`src/rtl/imm_ext_arbiter_pkg.sv`:
```
// Shared constants and FSM encoding for the immediate-extender arbiter.
package imm_ext_arbiter_pkg;

  localparam int IMM_IN_W  = 5;
  localparam int IMM_OUT_W = 8;

  // 2'd3 is unreachable in normal operation; the FSM steers it back to IDLE.
  typedef enum logic [1:0] {
    ST_IDLE    = 2'd0,
    ST_EXT     = 2'd1,
    ST_DONE    = 2'd2,
    ST_ILLEGAL = 2'd3
  } state_e;

endpackage

```
`src/rtl/imm_ext_arbiter_signext_5to8.sv`:
```
// Existing 5-to-8 sign extender shared by the ALU and branch-offset paths.
module signext_5to8 (
  output logic [7:0] dOut,
  input  logic [4:0] dIn
);

  assign dOut = {{3{dIn[4]}}, dIn};

endmodule

```
`src/rtl/imm_ext_arbiter.sv`:
```
// Round-robin arbiter sharing one signext_5to8 between ALU-immediate (0) and branch-offset (1) paths.
// Grant one edge after request, registered result plus done pulse one edge later; one job per 3 cycles.
module imm_ext_arbiter
  import imm_ext_arbiter_pkg::*;
#(
  parameter int IN_W  = IMM_IN_W,
  parameter int OUT_W = IMM_OUT_W
) (
  input  logic             clk,
  input  logic             rst,
  input  logic             req0,
  input  logic [IN_W-1:0]  din0,
  input  logic             sx0,
  input  logic             req1,
  input  logic [IN_W-1:0]  din1,
  input  logic             sx1,
  output logic             gnt0,
  output logic             gnt1,
  output logic             done0,
  output logic             done1,
  output logic [OUT_W-1:0] dout,
  output logic             busy
);

  state_e            state_q, state_d;
  logic              rr_q, rr_d;
  logic              win_q, win_d;
  logic [IN_W-1:0]   field_q, field_d;
  logic              sx_q, sx_d;
  logic [OUT_W-1:0]  dout_q, dout_d;

  logic              any_req;
  logic              pick;
  logic [OUT_W-1:0]  ext_out;
  logic [OUT_W-1:0]  ext_mux;

  assign any_req = req0 | req1;
  // A lone request wins outright; on contention rr_q names the favoured requester.
  assign pick    = (req0 & req1) ? rr_q : req1;

  signext_5to8 ext0 (
    .dOut (ext_out),
    .dIn  (field_q)
  );

  assign ext_mux = sx_q ? ext_out : {{(OUT_W-IN_W){1'b0}}, field_q};

  // State register
  always_ff @(posedge clk or posedge rst) begin
    if (rst) begin
      state_q <= ST_IDLE;
    end else begin
      state_q <= state_d;
    end
  end

  // Next-state logic
  always_comb begin
    state_d = ST_IDLE;
    case (state_q)
      ST_IDLE: state_d = any_req ? ST_EXT : ST_IDLE;
      ST_EXT:  state_d = ST_DONE;
      ST_DONE: state_d = ST_IDLE;
      default: state_d = ST_IDLE;
    endcase
  end

  // Output logic
  always_comb begin
    gnt0  = 1'b0;
    gnt1  = 1'b0;
    done0 = 1'b0;
    done1 = 1'b0;
    busy  = (state_q != ST_IDLE);
    case (state_q)
      ST_EXT: begin
        gnt0 = ~win_q;
        gnt1 = win_q;
      end
      ST_DONE: begin
        gnt0  = ~win_q;
        gnt1  = win_q;
        done0 = ~win_q;
        done1 = win_q;
      end
      default: ;
    endcase
  end

  assign dout = dout_q;

  always_comb begin
    rr_d    = rr_q;
    win_d   = win_q;
    field_d = field_q;
    sx_d    = sx_q;
    dout_d  = dout_q;
    if (state_q == ST_IDLE && any_req) begin
      win_d   = pick;
      rr_d    = ~pick;
      field_d = pick ? din1 : din0;
      sx_d    = pick ? sx1  : sx0;
    end
    if (state_q == ST_EXT) begin
      dout_d = ext_mux;
    end
  end

  always_ff @(posedge clk or posedge rst) begin
    if (rst) begin
      rr_q    <= 1'b0;
      win_q   <= 1'b0;
      field_q <= '0;
      sx_q    <= 1'b0;
      dout_q  <= '0;
    end else begin
      rr_q    <= rr_d;
      win_q   <= win_d;
      field_q <= field_d;
      sx_q    <= sx_d;
      dout_q  <= dout_d;
    end
  end

  a_gnt_onehot:  assert property (@(posedge clk) disable iff (rst) !(gnt0 && gnt1));
  a_done_onehot: assert property (@(posedge clk) disable iff (rst) !(done0 && done1));
  a_done0_gnt:   assert property (@(posedge clk) disable iff (rst) done0 |-> gnt0);
  a_done1_gnt:   assert property (@(posedge clk) disable iff (rst) done1 |-> gnt1);

endmodule

```
`config.mk`:
```
export PLATFORM = sky130hd
export DESIGN_NAME = imm_ext_arbiter
export DESIGN_NICKNAME = d
export VERILOG_FILES = /design/src/rtl/imm_ext_arbiter_pkg.sv /design/src/rtl/imm_ext_arbiter_signext_5to8.sv /design/src/rtl/imm_ext_arbiter.sv
export SDC_FILE = /design/constraint.sdc
export NUM_CORES = 1
export LEC_CHECK = 0
export BUFFER_PORTS_ARGS = -buffer_cell sky130_fd_sc_hd__buf_2
export CORE_MARGIN = 4
export CORE_UTILIZATION = 35
export CTS_CLUSTER_SIZE = 24
export DETAILED_ROUTE_END_ITERATION = 6
export PLACE_DENSITY = 0.59
export SLEW_MARGIN = 30
export SYNTH_ARGS = -nofsm -noshare
export SYNTH_HDL_FRONTEND = slang
export SYNTH_SLANG_ARGS = --single-unit
```
`constraint.sdc`:
```
create_clock -name clk -period 2.7 [get_ports clk]
set_clock_uncertainty 0.05 [all_clocks]
set_input_delay 0.135 -clock clk [delete_from_list [all_inputs] [get_ports clk]]
set_output_delay 0.135 -clock clk [all_outputs]
set_load 0.01 [all_outputs]
```
**Word level (Yosys, flattened, before mapping)**

Index checks and enable logic that the tools add are counted.

- Bits in registers: 18
- Output and inout bits: 13

- Muxes and demuxes: 10
- Reduce and logical (&&, ||, !) cells: 4
- Equality and inequality tests: 2
- Bitwise gates (word level): 4

Operators with widths:

| operator | count |
|---|---|
| $mux W8 | 1 |
| $mux W1 | 7 |
| $mux W5 | 1 |
| $pmux W2 S2 | 1 |
| $eq A2 B1 Y1 const B | 1 |
| $eq A2 B2 Y1 const B | 1 |
| $logic_not A2 Y1 | 1 |
| $not A1 Y1 | 2 |
| $reduce_bool A2 Y1 | 1 |
| $reduce_or A2 Y1 | 1 |
| $and A1 B1 Y1 | 1 |
| $logic_and A1 B1 Y1 | 1 |
| $or A1 B1 Y1 | 1 |

**Logic depth before layout (Yosys ltp)**

Gate-level depths: netlist of run 1.

- Depth after elaboration: 3
- Gate-level depth with buffers: 6

**Modules after synthesis**

Synthesis of run 1 repeated with hierarchy kept, for this count alone.

- Cell total of the unflattened synthesis: 98
- Area total of the unflattened synthesis: 953.4 um^2

Modules (own cells, without submodules):

| module | cells each | instances | area an instance (um^2) |
|---|---|---|---|
| imm_ext_arbiter | 90 | 1 | 893.4 |
| signext_5to8 | 8 | 1 | 60.1 |

**Worst setup path after synthesis of run 1**

No wires, ideal clock.

- Path type: register -> register
- Start: reg state_q[1]
- End: reg dout_q[0] (netlist: dout[0])
- Stages on the path, launching flop included: 5
- Required time: 2.525 ns
- Setup slack: 1.474 ns
- Arrival time: 1.051 ns
- Period minus slack after synthesis: 1.226 ns
- Path buffers: 1
- Cells stage by stage: dfrtp_1 inv_1 ha_1 buf_2 mux2_2

- Word-level cells in the longest chain between the ends: 1

RTL lines:

| element | RTL line | source |
|---|---|---|
| from (decl) | imm_ext_arbiter.sv:25 | `state_e state_q, state_d;` |
| from (signal assigned) | imm_ext_arbiter.sv:53 | `state_q <= state_d;` |
| $eq A2 B1 Y1 | imm_ext_arbiter.sv:104 | `if (state_q == ST_EXT) begin` |
| to (signal assigned) | imm_ext_arbiter.sv:121 | `dout_q <= dout_d;` |
| to (decl) | imm_ext_arbiter.sv:30 | `logic [OUT_W-1:0] dout_q, dout_d;` |

Every way passes these cells.
A chain may end at the register's enable or synchronous reset.

**Worst setup path in the final report of run 1**

- Start: reg state_q[0]
- End: out gnt1

- Word-level cells in the longest chain between the ends: 3
- Elaborated cells between the ends (all ways): 4
- Those cells by class: eq/ne (2); mux (1); reduce/logical (1)

RTL lines:

| element | RTL line | source |
|---|---|---|
| $eq A2 B1 Y1 or $eq A2 B2 Y1 (tied branches) | imm_ext_arbiter.sv:75 | `case (state_q)` |
| $reduce_or A2 Y1 (no source line) (*) | - |  |
| $mux W1 (*) | imm_ext_arbiter.sv:75 |  |
| to (decl) | imm_ext_arbiter.sv:18 | `output logic gnt1,` |

Mark *: on every way between the ends. The rest lies on a longest branch, timed or not.

==> results of run 1 <==
## final cells by class
| cell class | instances | area [um^2] |
|---|---|---|
| clock buffers | 3 | 22.5 |
| fillers | 222 | 1100 |
| inverters | 7 | 26.3 |
| multi-input cells | 45 | 310 |
| flip-flops and latches | 16 | 400 |
| well taps | 27 | 33.8 |
| repair buffers | 29 | 150 |
## path summary, 6_finish.rpt
| check | startpoint | cells past startpoint | to | slack (ps) |
|---|---|---|---|---|
| max | state_q[0] | 4 | gnt1 | 1210 |
| min | din0[0] | 3 | field_q[0] | 60 |
| max reg2reg | state_q[1] | 3 | dout[2] | 1360 |
| min reg2reg | dout[1] | 1 | dout[1] | 460 |
| max in group asynchronous | rst | 3 | field_q[1] | 1800 |
| min in group asynchronous | rst | 3 | dout[0] | 410 |
## critical path: stages (launching register included)
cell                      delay, ps
sky130_fd_sc_hd__dfrtp_1        380
sky130_fd_sc_hd__inv_1           70
sky130_fd_sc_hd__ha_1           290
sky130_fd_sc_hd__and2_1         150
sky130_fd_sc_hd__buf_2          130
## where the power goes
group / switching [mW] / internal (mW)
combinational: 0.251 / 0.236
clock: 0.0692 / 0.0518
sequential: 0.0682 / 0.362
## placed cells by master, fill, tap and decap left out
cell type / Yosys / layout
sky130_fd_sc_hd__buf_2: 1 / 28
sky130_fd_sc_hd__dfrtp_1: 16 / 16
sky130_fd_sc_hd__inv_1: 7 / 7
sky130_fd_sc_hd__o21ai_0: 7 / 7
sky130_fd_sc_hd__nand3_1: 7 / 7
sky130_fd_sc_hd__a31oi_1: 7 / 7
sky130_fd_sc_hd__nor2_1: 6 / 6
sky130_fd_sc_hd__mux2_2: 5 / 5
sky130_fd_sc_hd__ha_1: 4 / 4
sky130_fd_sc_hd__clkbuf_4: 0 / 3
sky130_fd_sc_hd__and2_1: 2 / 2
sky130_fd_sc_hd__nor2b_1: 2 / 2
sky130_fd_sc_hd__o21a_4: 1 / 1
sky130_fd_sc_hd__and2b_1: 1 / 1
sky130_fd_sc_hd__nand2b_1: 1 / 1
sky130_fd_sc_hd__o32ai_1: 1 / 1
sky130_fd_sc_hd__a21oi_1: 1 / 1
sky130_fd_sc_hd__dlygate4sd3_1: 0 / 1
## per-layer routing
layer | wire length [um] | up-vias | track usage [%] | share of wire [%]
li1 | - | 304 | - | -
met1 | 660 | 287 | 14.8 | 42
met2 | 779 | 14 | 19.7 | 50
met3 | 96 | 2 | 5.63 | 6.2
met4 | 18 | 0 | 4.86 | 1.2
met5 | 0 | - | 0 | 0
## sequential cells by signal, indices dropped and copies added (netlist names)
signal / count
sx_q: 1
field_q: 5
win_q: 1
dout: 6
state_q: 2
rr_q: 1
## logic make-up after synthesis
| logic type | synth area share, % |
|---|---|
| compound gates | 13.8 |
| fa+ha+maj | 6.42 |
| buf+inv | 8.83 |
| flops | 51.4 |
| mux | 7.22 |
| simple gates | 12.4 |
## through the flow
step / instance area (um^2) / worst slack (ps) / util [%] / hold slack [ps] / power (mW)
6_report: 943 / 1210 / 46.2 / 62.3 / 1.04
5_1_grt: 943 / 1130 / 46.2 / 67.2 / 1.14
4_1_cts: 943 / 1200 / 46.2 / 58.8 / 1.06
3_5_place_dp: 911 / 1360 / 44.6 / 192 / 0.933
3_3_place_gp: 911 / 1400 / 44.6 / 185 / 0.924
2_1_floorplan: 779 / 1470 / - / -1.26 / 0.798
==> impl_summary.log, run 1 <==
[metrics] outcome: finished clean
[metrics] Synth Cell Area: 779 um^2
[metrics] Detail Route Antenna Nets: 0
[metrics] synthesized netlist cell count: 73
[metrics] CP max FO: 3
[metrics] prevailing post-synth register cell: sky130_fd_sc_hd__dfrtp_1
[metrics] clock latency on the worst-skew pair: between 200 and 300 ps
[metrics] post-cts hold buffer count: 1
[metrics] TritonCTS clock tree: built
[metrics] count of synthesis-stage warnings from yosys: 0
[metrics] library cell occupying the most area in the post-synthesis netlist: sky130_fd_sc_hd__dfrtp_1
[metrics] summed negative setup slack over all endpoints: 0 ps
[metrics] clock edge transition at the registers on the reported setup and hold paths: ~90 ps
[metrics] area of the placeable core: between 2000 and 2500 um^2
[metrics] Post-Route WL: between 1500 and 2000 um
[metrics] class of the tightest hold or removal check: in2reg
[metrics] top-level port count: 29
[metrics] Leak: approximately 0.46 nW
[metrics] routed via count divided by cell count: 4.78
[metrics] post-synthesis register bit count: 16
[metrics] list of most frequent post-synthesis cells: 16 x sky130_fd_sc_hd__dfrtp_1, 7 x sky130_fd_sc_hd__a31oi_1, 7 x sky130_fd_sc_hd__inv_1, 7 x sky130_fd_sc_hd__nand3_1, 7 x sky130_fd_sc_hd__o21ai_0
[metrics] Critical Path Start Type: flop
[metrics] first-pass GRT wire length: 2510 um
[metrics] FMAX: approximately 0.67 GHz
[metrics] per-cell routed wire length: 12.2 um
[metrics] largest cells by area after synthesis: sky130_fd_sc_hd__dfrtp_1 51%, sky130_fd_sc_hd__mux2_2 7.2%, sky130_fd_sc_hd__ha_1 6.4%, sky130_fd_sc_hd__a31oi_1 5.6%, sky130_fd_sc_hd__nand3_1 4.5%
[metrics] worst supply voltage drop on vdd: 0.507 mV
[metrics] RSZ-0062 raised after global routing: no
[metrics] antenna violations before repair: 0
[metrics] minimum clock period: about 1500 ps
[metrics] number of sinks on the clock net: 16
[metrics] Initial Utilization: 38.2%
[metrics] share of synthesized registers carrying an async set or reset: 100%
[metrics] worst path arrival time: 1310 ps
[metrics] HPWL reported at the end of detailed placement: between 1000 and 1500 um
[metrics] Mapped Avg Cell Area: 10.7 um^2
[metrics] die width: 55.2 um
[metrics] Final setup violation count: 0
[metrics] most repeated cell in the gate-level netlist after synthesis: sky130_fd_sc_hd__dfrtp_1
[metrics] final count of hold timing violations: 0
[metrics] CTS Root Buffer Type: sky130_fd_sc_hd__clkbuf_4
[metrics] top cell type's share of synthesized area: 51.4%
[metrics] final period utilization: 55.2%
[metrics] power per standard cell area: 1100 nW/um^2
[metrics] count of TritonRoute iterations in the first routing pass: 2
[metrics] worst slew margin relative to its limit: 59.7%
[metrics] layout overhead on the synthesized area: 21.0%
[metrics] kind of end point of the critical path: output port
[metrics] Worst-Margin Slew: about 600 ps
[metrics] cell count after placement: approximately 120
[metrics] routability-driven placement congestion ratio: 0.725
[metrics] worst setup path class: reg2out
[metrics] number of antenna diodes: 0
[metrics] overall via count from detail_route: 607
[metrics] net count of the mapped netlist: 93
[metrics] sequential area share after synthesis: 51.4%
[metrics] count of port buffers added during placement: 28
[metrics] max-capacitance violation count: 0
[metrics] row count: 16
[metrics] Total GRT Usage: between 10% and 20%
[metrics] Inserted Clock Buffers: 3
[metrics] DRC violation count after routing: 0
[metrics] full die area: 3050 um^2
[metrics] pin count of the biggest net entering global routing: 17
[metrics] CP Data Required Time: 2520 ps
[metrics] buffer depth of the longest clock path: 2
[metrics] cells resized by post-CTS repair: 0
[metrics] height of the die: 55.2 um
[metrics] DRC marker count from the first detailed-route iteration: 7
[metrics] Netlist cell types: 18
[metrics] number of slew-limit violations in the final report: 0
[metrics] final layout net count: around 120
[metrics] postcts setup bufs: 0
[metrics] number of enable-type register cells in the synthesized netlist: 0
[metrics] non-filler cells, final: 127
[metrics] H-tree lvl count: 1
[metrics] share of cells above drive strength 1: 37.0%
[metrics] final global-route overflow total: 0
[metrics] number of global-route vias before repair: 552
Power figures use the tool's default switching activity.
==> run 2: changes to the inputs <==
==> constraint.sdc (replaced) <==
create_clock -name clk -period 1.4 [get_ports clk]
set_clock_uncertainty 0.05 [all_clocks]
set_input_delay 0.07 -clock clk [delete_from_list [all_inputs] [get_ports clk]]
set_output_delay 0.07 -clock clk [all_outputs]
set_load 0.01 [all_outputs]
==> impl_summary.log, run 2 (synthesis gave the netlist of run 1 again) <==
[metrics] beginning of the worst register-to-register path: state_q[1]
[metrics] row count: 16
[metrics] share of cells above drive strength 1: 41.7%
[metrics] origin of the worst min-delay path: din1[3]
[metrics] clock latency on the worst-skew pair: 280 ps
[metrics] DRC violation count after routing: 0
[metrics] RSZ-0062 raised after global routing: yes
[metrics] Cells on Worst Hold Path: 3
[metrics] switching power total: 793 uW
[metrics] power per standard cell area: 2160 nW/um^2
[metrics] pin count of the biggest net entering global routing: 17
[metrics] per-cell routed wire length: 12.2 um
[metrics] antenna violations before repair: 0
[metrics] FMAX: 0.730 GHz
[metrics] leading cell type in the layout, fill and taps excluded: sky130_fd_sc_hd__buf_2
[metrics] CP Data Required Time: about 1300 ps
[metrics] first-pass GRT wire length: about 2500 um
[metrics] number of slew-limit violations in the final report: 0
[metrics] full die area: a little over 3000 um^2
[metrics] fill cell instance count of the final layout: 216
[metrics] CP max FO: 3
[metrics] capture endpoint of the worst hold path: field_q[3]
[metrics] Post-Route WL: 1590 um
[metrics] minimum clock period: ~1400 ps
[metrics] number of antenna diodes: 0
[metrics] leading cell types in the layout, fill and taps excluded: 27 x sky130_fd_sc_hd__buf_2, 16 x sky130_fd_sc_hd__dfrtp_1, 7 x sky130_fd_sc_hd__o21ai_0, 7 x sky130_fd_sc_hd__nand3_1, 7 x sky130_fd_sc_hd__a31oi_1
[metrics] HPWL reported at the end of detailed placement: 1190 um
[metrics] H-tree lvl count: 1
[metrics] outcome: finished clean
[metrics] cells along the critical path: inv_2 -> ha_4 -> and2_1 -> buf_2
[metrics] class of the tightest hold or removal check: in2reg
[metrics] Worst path max stage delay: 400 ps
[metrics] overall via count from detail_route: 620
[metrics] routability-driven placement congestion ratio: slightly above 0.7
[metrics] count of port buffers added during placement: 28
[metrics] final count of hold timing violations: 0
[metrics] area of the placeable core: 2040 um^2
[metrics] family with the most delay on the worst path: flip-flops
[metrics] sum of buffers and inverters on the critical path: 2
[metrics] final global-route overflow total: 0
[metrics] Worst-Margin Slew: 603 ps
[metrics] Detail Route Antenna Nets: 0
[metrics] final layout net count: 125
[metrics] Critical Path Start Type: flop
[metrics] Reg2Reg Setup Slack: 130 ps
[metrics] Final setup violation count: 0
[metrics] non-filler cells, final: 130
[metrics] worst supply voltage drop on vdd: between 0.9 and 1 mV
[metrics] portion of total power attributed to combinational logic: 50.4%
[metrics] Inserted Clock Buffers: 3
[metrics] DRC marker count from the first detailed-route iteration: 9
[metrics] routed via count divided by cell count: ~4.8
[metrics] flip-flop count of the largest register after layout: 6
[metrics] buffer depth of the longest clock path: 2
[metrics] Initial Utilization: 38.2%
[metrics] TritonCTS clock tree: built
[metrics] part of the power in registers: 38.8%
[metrics] CTS Root Buffer Type: sky130_fd_sc_hd__clkbuf_4
[metrics] cell count after placement: approximately 120
[metrics] height of the die: 55.2 um
[metrics] final period utilization: a little over nine tenths
[metrics] top-level port count: 29
[metrics] switching power as a share of total power: 36.7%
[metrics] number of global-route vias before repair: about 550
[metrics] Total GRT Usage: 12.4%
[metrics] highest-delay cell along the critical path: sky130_fd_sc_hd__dfrtp_1
[metrics] fraction of power consumed by the clock network: 10.8%
[metrics] Leak: ~0.48 nW
[metrics] Register-to-Register Path Depth: 3
[metrics] worst path arrival time: 1250 ps
[metrics] die width: 55.2 um
[metrics] worst slew margin relative to its limit: 59.7%
[metrics] worst setup path class: reg2out
[metrics] clock edge transition at the registers on the reported setup and hold paths: 90 ps
[metrics] number of sinks on the clock net: 16
[metrics] count of TritonRoute iterations in the first routing pass: 3
[metrics] internal power consumption: 1.37 mW
[metrics] kind of end point of the critical path: output port
[metrics] summed negative setup slack over all endpoints: 0 ps
[metrics] layout overhead on the synthesized area: 28.3%
[metrics] max-capacitance violation count: 0
[metrics] RR Endpoint: dout[2]
[run 2: metal layers]
metal	track usage, %	part of all wire [%]	up-vias	wire [um]
met5	0	0	-	0
met4	4.86	1.1	0	18
met3	5.63	6.1	2	97
met2	19.7	50	14	798
met1	14.5	42	292	675
li1	-	-	312	-
[run 2: power groups by stage]
stage                     sequential, mW  combinational [mW]  clock [mW]
final                              0.837                1.09       0.233
after global routing               0.877                1.22       0.263
after detailed placement           0.843               0.957           0
after global placement             0.840               0.942           0
after CTS                          0.831                1.04       0.243
after floorplan                    0.860               0.679           0
[run 2: final cells by class]
type                    instances  area (um^2)  area share [%]
clock buffers                   3         22.5            2.25
multi-input cells              45          333            33.3
flip-flops and latches         16          400            40.1
well taps                      27         33.8            3.38
inverters                       7         26.3            2.63
repair buffers                 32          184            18.4
[run 2: tightest hold or removal path, delay by kind of cell]
kind / cells / cell delay (ps)
compound gates: 1 / 70
buf+inv: 1 / 100
simple gates: 1 / 70
[run 2: timing repair]
| item | in CTS | in global routing |
|---|---|---|
| hold buffers | 3 | 0 |
| endpoints found under the hold margin | 18 | 0 |
| setup endpoints to repair | 2 | 7 |
| pin swaps | 1 | 1 |
| buffers inserted | 1 | 0 |
| gates resized for setup | 2 | 4 |
[run 2: worst max path at each step]
stage / startpoint / to / slack (ps) / depth (start not counted)
floorplan: state_q[1] / dout[0] / 170 / 4
global placement: state_q[1] / dout[1] / 100 / 3
detailed placement: state_q[1] / dout[0] / 60 / 3
CTS: state_q[1] / gnt1 / 20 / 4
global route: state_q[1] / gnt1 / -30 / 4
finish: state_q[1] / gnt1 / 30 / 4
[run 2: metrics by stage]
step	total power, mW	worst slack (ps)	hold WS (ps)	util (%)	area [um^2]
6_report	2.16	30.7	6.81	49.0	1000
4_1_cts	2.11	20.9	0.467	48.2	983
3_3_place_gp	1.78	98.9	120	44.6	911
3_5_place_dp	1.80	62.5	127	44.6	911
2_1_floorplan	1.54	174	-66.3	-	779
5_1_grt	2.36	-34.6	2.15	49.0	1000
